$ cat src/rtl/multicycle_control_fsm.sv
// multicycle_control_fsm
// Control unit for a multicycle RV32 subset datapath (lw, sw, R-type, I-ALU, beq).
// Every instruction walks FETCH -> DECODE -> EXECUTE -> [MEMORY] -> WRITEBACK,
// so PC enable and write strobes fire at most once per instruction.
// An illegal opcode or an unsupported funct3 parks the FSM in TRAP until reset.
//
// Parameters:
//   MEM_WAIT  cycles spent in MEMORY (1..15)
//   CNT_W     width of the memory wait counter
//
// Ports:
//   CLK, RESET              clock (rising edge), synchronous active-low reset
//   OP, funct3, funct7      instruction fields from the datapath (sampled in DECODE)
//   Zero                    ALU zero flag (selects the branch target for beq)
//   EN                      PC update enable, one pulse per retired instruction
//   PCSrc, ResultSrc,
//   ALUSrc, ImmSrc,
//   ALUControl              datapath mux / ALU controls
//   MemWrite, RegWrite      write strobes
//   Trap                    sticky illegal-instruction flag
//   InstrRet                retired-instruction count (only with CTRL_PERF_CNT_EN)
//   dbg_state               current FSM state encoding
//
// Build option: define CTRL_PERF_CNT_EN to add the 32-bit InstrRet counter.
//
// Handshake note: there is no valid/ready handshake; the datapath is assumed to
// follow the control outputs every cycle and the FSM never stalls on it.
module multicycle_control_fsm #(
  parameter int MEM_WAIT = 1,
  parameter int CNT_W    = 4
) (
  input  logic        CLK,
  input  logic        RESET,
  input  logic [6:0]  OP,
  input  logic [2:0]  funct3,
  input  logic        funct7,
  input  logic        Zero,
  output logic        EN,
  output logic        PCSrc,
  output logic        ResultSrc,
  output logic        ALUSrc,
  output logic [1:0]  ImmSrc,
  output logic        MemWrite,
  output logic        RegWrite,
  output logic [2:0]  ALUControl,
  output logic        Trap,
`ifdef CTRL_PERF_CNT_EN
  output logic [31:0] InstrRet,
`endif
  output logic [2:0]  dbg_state
);

  localparam logic [6:0] OP_LW   = 7'b0000011;
  localparam logic [6:0] OP_SW   = 7'b0100011;
  localparam logic [6:0] OP_R    = 7'b0110011;
  localparam logic [6:0] OP_I    = 7'b0010011;
  localparam logic [6:0] OP_BEQ  = 7'b1100011;

  typedef enum logic [2:0] {
    S_FETCH     = 3'd0,
    S_DECODE    = 3'd1,
    S_EXECUTE   = 3'd2,
    S_MEMORY    = 3'd3,
    S_WRITEBACK = 3'd4,
    S_TRAP      = 3'd5
  } state_t;

  state_t             state_q, state_d;
  logic [6:0]         op_q, op_d;
  logic [2:0]         f3_q, f3_d;
  logic               f7_q, f7_d;
  logic [CNT_W-1:0]   cnt_q, cnt_d;

  logic en_q, en_d, pc_src_q, pc_src_d, result_src_q, result_src_d;
  logic alu_src_q, alu_src_d, mem_write_q, mem_write_d, reg_write_q, reg_write_d;
  logic trap_q, trap_d;
  logic [1:0] imm_src_q, imm_src_d;
  logic [2:0] alu_ctrl_q, alu_ctrl_d;

  logic is_lw, is_sw, is_r, is_i, is_beq, ctrl_valid, legal_in;

  // R-type and I-ALU only support funct3 000/010/110/111.
  always_comb begin
    legal_in = 1'b0;
    case (OP)
      OP_LW, OP_SW, OP_BEQ: legal_in = 1'b1;
      OP_R, OP_I: legal_in = (funct3 == 3'b000) || (funct3 == 3'b010) ||
                             (funct3 == 3'b110) || (funct3 == 3'b111);
      default: legal_in = 1'b0;
    endcase
  end

  // Next-state and field latching.
  always_comb begin
    state_d = state_q;
    op_d    = op_q;
    f3_d    = f3_q;
    f7_d    = f7_q;
    cnt_d   = cnt_q;
    case (state_q)
      S_FETCH: state_d = S_DECODE;
      S_DECODE: begin
        op_d    = OP;
        f3_d    = funct3;
        f7_d    = funct7;
        state_d = legal_in ? S_EXECUTE : S_TRAP;
      end
      S_EXECUTE: begin
        if (op_q == OP_LW || op_q == OP_SW) begin
          state_d = S_MEMORY;
          cnt_d   = CNT_W'(MEM_WAIT - 1);
        end else begin
          state_d = S_WRITEBACK;
        end
      end
      S_MEMORY: begin
        if (cnt_q == '0) state_d = S_WRITEBACK;
        else             cnt_d   = cnt_q - 1'b1;
      end
      S_WRITEBACK: state_d = S_FETCH;
      S_TRAP:      state_d = S_TRAP;
      default:     state_d = S_FETCH;
    endcase
  end

  // Outputs are decoded from the *next* state and fields, then registered,
  // so each output flop lines up with the state it belongs to.
  always_comb begin
    is_lw      = (op_d == OP_LW);
    is_sw      = (op_d == OP_SW);
    is_r       = (op_d == OP_R);
    is_i       = (op_d == OP_I);
    is_beq     = (op_d == OP_BEQ);
    ctrl_valid = (state_d == S_EXECUTE) || (state_d == S_MEMORY) ||
                 (state_d == S_WRITEBACK);

    alu_src_d    = ctrl_valid && (is_lw || is_sw || is_i);
    result_src_d = ctrl_valid && is_lw;
    imm_src_d    = 2'b00;
    alu_ctrl_d   = 3'b000;
    if (ctrl_valid) begin
      if (is_sw)  imm_src_d = 2'b01;
      if (is_beq) imm_src_d = 2'b10;
      if (is_beq) alu_ctrl_d = 3'b001;
      if (is_r || is_i) begin
        case (f3_d)
          3'b000:  alu_ctrl_d = (is_r && f7_d) ? 3'b001 : 3'b000;
          3'b010:  alu_ctrl_d = 3'b101;
          3'b110:  alu_ctrl_d = 3'b011;
          3'b111:  alu_ctrl_d = 3'b010;
          default: alu_ctrl_d = 3'b000;
        endcase
      end
    end

    mem_write_d = (state_d == S_MEMORY) && (cnt_d == '0) && is_sw;
    en_d        = (state_d == S_WRITEBACK);
    reg_write_d = (state_d == S_WRITEBACK) && (is_r || is_i || is_lw);
    pc_src_d    = (state_d == S_WRITEBACK) && is_beq && Zero;
    trap_d      = (state_d == S_TRAP);
  end

  always_ff @(posedge CLK) begin
    if (!RESET) begin
      state_q      <= S_FETCH;
      op_q         <= '0;
      f3_q         <= '0;
      f7_q         <= 1'b0;
      cnt_q        <= '0;
      en_q         <= 1'b0;
      pc_src_q     <= 1'b0;
      result_src_q <= 1'b0;
      alu_src_q    <= 1'b0;
      imm_src_q    <= 2'b00;
      mem_write_q  <= 1'b0;
      reg_write_q  <= 1'b0;
      alu_ctrl_q   <= 3'b000;
      trap_q       <= 1'b0;
    end else begin
      state_q      <= state_d;
      op_q         <= op_d;
      f3_q         <= f3_d;
      f7_q         <= f7_d;
      cnt_q        <= cnt_d;
      en_q         <= en_d;
      pc_src_q     <= pc_src_d;
      result_src_q <= result_src_d;
      alu_src_q    <= alu_src_d;
      imm_src_q    <= imm_src_d;
      mem_write_q  <= mem_write_d;
      reg_write_q  <= reg_write_d;
      alu_ctrl_q   <= alu_ctrl_d;
      trap_q       <= trap_d;
    end
  end

`ifdef CTRL_PERF_CNT_EN
  // Counts each EN cycle; wraps naturally at 32 bits. EN is never high in
  // TRAP, so the count holds there.
  logic [31:0] instr_ret_q, instr_ret_d;

  always_comb begin
    instr_ret_d = instr_ret_q + {31'b0, en_q};
  end

  always_ff @(posedge CLK) begin
    if (!RESET) instr_ret_q <= '0;
    else        instr_ret_q <= instr_ret_d;
  end

  assign InstrRet = instr_ret_q;
`endif

  assign EN         = en_q;
  assign PCSrc      = pc_src_q;
  assign ResultSrc  = result_src_q;
  assign ALUSrc     = alu_src_q;
  assign ImmSrc     = imm_src_q;
  assign MemWrite   = mem_write_q;
  assign RegWrite   = reg_write_q;
  assign ALUControl = alu_ctrl_q;
  assign Trap       = trap_q;
  assign dbg_state  = state_q;

endmodule

$ cat config.mk
export PLATFORM = sky130hd
export DESIGN_NAME = multicycle_control_fsm
export DESIGN_NICKNAME = d
export VERILOG_FILES = /design/src/rtl/multicycle_control_fsm.sv
export SDC_FILE = /design/constraint.sdc
export NUM_CORES = 1
export LEC_CHECK = 0
export BUFFER_PORTS_ARGS = -buffer_cell sky130_fd_sc_hd__clkbuf_2
export CORE_MARGIN = 10
export CORE_UTILIZATION = 51
export DETAILED_ROUTE_END_ITERATION = 10
export GPL_ROUTABILITY_DRIVEN = 1
export GPL_TIMING_DRIVEN = 0
export MAX_ROUTING_LAYER = met4
export PLACE_DENSITY = 0.72
export RECOVER_POWER = 50
export SLEW_MARGIN = 15
export SYNTH_ARGS = -nofsm -noshare
export SYNTH_HDL_FRONTEND = slang
export SYNTH_SLANG_ARGS = --single-unit
export TNS_END_PERCENT = 20
$ cat constraint.sdc
create_clock -name CLK -period 6.5 [get_ports CLK]
set_clock_uncertainty 0.2 [all_clocks]
set_input_delay 0.65 -clock CLK [delete_from_list [all_inputs] [get_ports CLK]]
set_output_delay 0.65 -clock CLK [all_outputs]
set_load 0.01 [all_outputs]
Word level (Yosys, flattened, before mapping)
Cells that the tools add are included.

Bits in writable memories: 0. Bits in registers: 30. Logic and storage cells: 88. Memory bits (read-only): 0. Memories kept: 0. Bits of input ports: 14. Output and inout bits: 15. Bits in latches: 0.

Shift-type cells: 0. Multiply operators: 0. Magnitude comparators: 0. Bitwise operators: 2. Add/subtract/negate cells: 1. Muxes and demuxes: 17. Equal/unequal tests: 26. Reductions and logical operators: 27. Div/mod/pow operators: 0.

Operators with widths (number): 7-bit by 6-bit == test with 1-bit output, second input constant (5); 3-bit == test, second input constant (7); 7-bit by 2-bit == test with 1-bit output, second input constant (3); 3-bit by 2-bit == test with 1-bit output, second input constant (6); 3-bit two-way mux (5); 3-bit one-hot mux with 5 select lines (1); 7-bit by 5-bit == test with 1-bit output, second input constant (2); 7-bit == test, second input constant (2); 3-bit one-hot mux with 4 select lines (1); 1-bit logical OR (10); 3-bit zero test (3); 1-bit logical AND (8); 4-bit zero test (2); 4-bit two-way mux (2); 4-bit one-hot mux with 2 select lines (1); 7-bit two-way mux (1); 3-bit OR reduction (2); 1-bit two-way mux (4); 4-bit by 1-bit subtractor with 4-bit output, second input constant (1); 3-bit by 1-bit == test with 1-bit output, second input constant (1); 2-bit two-way mux (1); 1-bit inverter (2); 1-bit one-hot mux with 2 select lines (1); 2-bit AND reduction (1); 2-bit OR reduction (1).

Logic depth before layout (Yosys ltp)
Depth in word-level cells: 12. Gate-level depth with buffers: 7. Gate-level depth less buffers: 7.

Worst setup path before layout
No wires, ideal clock.

Kind: register to register. Start point: reg cnt_q[0]. End point: reg alu_ctrl_q[0] (netlist: ALUControl[0]). Setup time: 0.100 ns. Data required time: 6.200 ns. Period minus slack after synthesis: 2.086 ns. Arrival time: 1.787 ns. Setup slack: 4.414 ns. Path buffers: 0. Stages on the path, launching flop included: 8. Cells stage by stage: dfxtp_1 inv_1 ha_1 or3b_4 a22oi_2 o21ai_2 and2_4 a2111oi_4.

Longest elaborated chain between the ends: 7. Elaborated cells on any way between the ends: 9. Those cells by class: 3 x eq/ne; 2 x mux; 4 x reduce/logical.

Ends and longest elaborated chain: start, declared (line 72) `logic [CNT_W-1:0] cnt_q, cnt_d;`; start signal, assigned (line 184) `cnt_q <= cnt_d;`; 4-bit zero test (*) (line 117) `if (cnt_q == '0) state_d = S_WRITEBACK;`; 3-bit two-way mux (*) (line 117); 3-bit one-hot mux with 5 select lines (*) (line 100) `case (state_q)`; 3-bit by 2-bit == test with 1-bit output (line 134) `ctrl_valid = (state_d == S_EXECUTE) || (state_d == S_MEMORY) ||`; 1-bit logical OR (line 134); 1-bit logical OR (*) (line 134); 2-bit AND reduction (no line) (*); end signal, assigned (line 192) `alu_ctrl_q <= alu_ctrl_d;`; end, declared (line 78) `logic [2:0] alu_ctrl_q, alu_ctrl_d;`.

Every way passes the cells marked *; elsewhere a longest branch is shown, timed or not. A chain may end at the register's enable or synchronous reset.

Final worst setup path
Start point: reg state_q[2] (netlist: dbg_state[2]). End point: reg alu_ctrl_q[0] (netlist: ALUControl[0]).

Longest elaborated chain between the ends: 7. Elaborated cells on any way between the ends: 29. Those cells by class: 13 x eq/ne; 9 x mux; 7 x reduce/logical.

Ends and longest elaborated chain: start, declared (line 68) `state_t state_q, state_d;`; start signal, assigned (line 180) `state_q <= state_d;`; 3-bit by 1-bit == test with 1-bit output (line 100); 7-bit two-way mux (line 100); 7-bit by 6-bit == test with 1-bit output (line 131) `is_r = (op_d == OP_R);`; 1-bit logical AND (line 147) `3'b000: alu_ctrl_d = (is_r && f7_d) ? 3'b001 : 3'b000;`; 1-bit two-way mux (line 147); 3-bit one-hot mux with 4 select lines (line 146) `case (f3_d)`; 3-bit two-way mux (line 145) `if (is_r || is_i) begin`.

Parallel ways exist; a longest one is shown, timed or not.

==> impl_results.md <==
- Clock tree from TritonCTS: done
- Launch instance of the worst min-delay path: op_q[2]
- Startpoint type of the worst setup path: flip-flop
- Number of nets at the end of the flow: 222
- Sequential area share after synthesis: 0.411
- Transition time at the pin with the least slew margin: 0.476 ns
- Critical register-to-register path endpoint: ALUControl[0]
- Fraction of synthesized cell area in xor and xnor cells: 0
- Hold-fix buffers at CTS: 0
- Top fanout value on the critical path: 10
- Endpoint class of the critical path: flip-flop
- Synth cell count leaders: sky130_fd_sc_hd__dfxtp_1, sky130_fd_sc_hd__nand2_1, sky130_fd_sc_hd__nor2_1
- Synthesized area divided by synthesized cell count: 8.49 sq um
- Router iterations before antenna repair: 4
- Combined area of the multi-input logic cells: 787 sq um
- Synth cell types: 47
- Final Critical Period: 2.45 ns
- Fmax: 0.408 GHz
- Global-route wire length before repair: 5.82 mm
- Arrival time of data at the critical path endpoint: 2.46 ns
- Type of the worst setup path: reg2reg
- Proportion of synthesized flip-flops having asynchronous set or reset: 0
- RSZ-0062 raised after global routing: false
- Root buffer cell: sky130_fd_sc_hd__clkbuf_4
- ANT nets after route: 0
- Total met3 wirelength after detailed routing: 222 um
- Count of mapped cells out of synthesis: 172
- Mapped Nets: 187
- Area of the core: 2760 sq um
- Number of buffers created by CTS: 5
- Final cell utilization of the core: 0.614
- Initial DRC count: 77
- # Post-CTS Setup Buffers: 0
- Met2 wirelength from detailed routing: 1.58 mm
- DRC violations left: 0
- Fraction of the mapped netlist area in simple logic gates: 0.344
- Fraction of post-synthesis cell area in the top cell type by area: 0.411
- Synthesis-stage register bit count: 30
- Outcome: finished, final reports clean
- Hold Slack: 0.270 ns
- Maximum capacitance violations: 0
- Cells traversed along the worst timing path: clkbuf_1, nor3b_1, clkbuf_1, mux2i_1, nor3b_1, a2111oi_4
- Highest-delay cell along the critical path: sky130_fd_sc_hd__nor3b_1
- Slew headroom: 0.682
- Main combinational cell family by area after synthesis: simple AND/OR/NAND/NOR gates
- Cell area power density: 229 nW/um^2
- Share of cells above drive strength 1: 0.188
- Post-CTS resize count: 0
- Final slew viol count: 0
- Number of synthesized flops with an enable pin: 0
- Insertion delay to the later sink of the worst-skew pair: 0.35 ns
- Number of buffers and inverters on the critical path: 2
- Proportion of synthesized area in mux cells: 0.0146
- Clock buffer depth: 2
- Die extent in x: 73.5 um
- Data required time at the worst endpoint: 6.51 ns
- Synthesized-area fraction occupied by adder cells: 0.00857
- Clock-pin slew of the registers on the worst-case setup and hold paths: 0.11 ns
- Via density per instance: 5.59
- Hold worst-path end: op_q[2]
- Antenna cell count: 0
- Leakage: 0.640 nW
- All-Layer GR Usage: 0.137
- Yosys warns: 0
- Complex-gate fraction of the synthesized area: 0.176
- Number of hold violations in the final report: 0
- Total via count after detailed routing: 1336
- Slowest stage delay, CP: 0.46 ns
- Worst R2R Start: dbg_state[2]
- HPWL after DPL: 2.66 mm
- Synth-to-layout area growth: 16.0%
- Weighted congestion at the end of routability-driven global placement: 0.925
- Cells on worst reg2reg path: 6
- Post-Syn Area: 1460 sq um
- Routed wire length per instance: 14.4 um
- Sink count of the clock tree: 30
- Area of the die: 5400 sq um
- Overflow left after global routing: 0
- Site Rows: 19
- Filler cells: 271
- Number of levels in the clock H-tree: 2
- Register cell area after layout: 601 sq um
- R2R setup slack: 4.05 ns
- Top metal layer carrying routed signals: met4
- Kind of path behind the tightest hold check: reg2reg
- Initial antenna violation count: 0
- Met1 Routed Length: 1.61 mm
- Cell types with the largest area share after synthesis: sky130_fd_sc_hd__dfxtp_1, sky130_fd_sc_hd__nand2_1, sky130_fd_sc_hd__a21oi_1
- Count of endpoints failing setup in the final report: 0
- Main synth FF type: sky130_fd_sc_hd__dfxtp_1
- Largest net degree at the start of global routing: 12
- VDD IR max: 0.000251 V
- Height of the chip: 73.5 um
- Cell taking the most area after synthesis: sky130_fd_sc_hd__dfxtp_1
- Buffers added on ports: 28
- Cell type group with the largest total delay on the critical path: simple AND/OR/NAND/NOR gates
- Effective utilization at floorplan: 0.529
- I/O pin count: 29
- Via count of the first global-routing pass: 1257
- Hold path cells: 2
- Post-route fraction of the period consumed by the critical path: 0.377
- Wire length after detailed routing: 3.45 mm
- Most common cell in the synthesized netlist: sky130_fd_sc_hd__dfxtp_1
- Accumulated negative setup slack: 0 ns
cell usage in the layout (no fill, tap or decap), drive strengths merged, types with 2 or more instances in the layout:
| cell type | netlist | layout |
|---|---|---|
| nand2b | 2 | 2 |
| nand3b | 3 | 3 |
| a21oi | 11 | 11 |
| and4 | 2 | 2 |
| and2b | 2 | 2 |
| nor3 | 5 | 5 |
| nor2 | 14 | 14 |
| a21boi | 4 | 4 |
| a22oi | 5 | 5 |
| nor2b | 2 | 2 |
| dfxtp | 30 | 30 |
| a31oi | 2 | 2 |
| a211oi | 3 | 3 |
| nand3 | 7 | 7 |
| buf | 4 | 2 |
| nand4 | 5 | 5 |
| and2 | 2 | 2 |
| nand2 | 29 | 29 |
| and3 | 3 | 3 |
| or3b | 2 | 2 |
| o21ai | 4 | 4 |
| nor4 | 2 | 2 |
| nor4b | 4 | 4 |
| inv | 7 | 7 |
| and4bb | 2 | 2 |
| clkinvlp | 0 | 2 |
| nor3b | 2 | 2 |
| clkbuf | 4 | 39 |
cells by family (layout without fill, tap and decap cells):
logic type | Yosys count | count (layout)
mux | 2 | 2
fa+ha+maj | 1 | 1
flops | 30 | 30
simple gates | 90 | 90
buf+inv | 16 | 52
compound gates | 33 | 33
power by group:
part / switching [W] / total, W / leakage, nW / internal [W]
clock network: 0.0000688 / 0.000149 / 0.0374 / 0.0000806
logic: 0.0000279 / 0.0000440 / 0.359 / 0.0000161
registers: 0.00000459 / 0.000194 / 0.244 / 0.000190
total: 0.000101 / 0.000388 / 0.640 / 0.000286
per-stage QoR:
step                power (W)  area, sq um  setup slack, ns  std cells
floorplan            0.000228         1460             4.41        172
global placement     0.000242         1640             4.27        231
detailed placement   0.000243         1640             4.25        231
CTS                  0.000392         1720             4.20        239
global route         0.000406         1690             3.82        239
finish               0.000388         1690             4.05        239
sequential cells by signal (all words and copies together) (netlist names):
register and flops:
RegWrite 1, ImmSrc 2, ALUControl 3, f3_q 3
ResultSrc 1, op_q 7, ALUSrc 1, f7_q 1
Trap 1, EN 1, MemWrite 1, PCSrc 1
dbg_state 3, cnt_q 4
tightest hold or removal path, delay by kind of cell, from the launching register on:
family / cells / cell delay [ns]
and+or+nand+nor: 1 / 0.05
DFF: 1 / 0.33
AOI/OAI and AO/OA: 1 / 0.05
area by class of cell:
cell class,count,area share
buffer,8,0.0192
clock buffer,5,0.0222
clock inverter,3,0.0266
inverter,8,0.0177
multi-input combinational,126,0.465
sequential,30,0.355
tap,31,0.0229
timing repair buffer,28,0.0724
routing by layer:
metal	track usage	up-vias
met1	0.177	611
met4	0.0683	0
li1	-	682
met2	0.195	38
met3	0.0323	5
met5	-	-
worst max path at each step:
| stage | start | slack [ns] | depth (start not counted) | end |
|---|---|---|---|---|
| global placement | cnt_q[0] | 4.27 | 7 | ALUControl[0] |
| floorplan | cnt_q[0] | 4.41 | 7 | ALUControl[0] |
| detailed placement | cnt_q[0] | 4.25 | 7 | ALUControl[0] |
| CTS | cnt_q[0] | 4.20 | 7 | ALUControl[0] |
| global route | dbg_state[2] | 3.82 | 6 | ALUControl[2] |
| finish | dbg_state[2] | 4.05 | 6 | ALUControl[0] |
No activity file was read; power rests on OpenSTA's default activity.
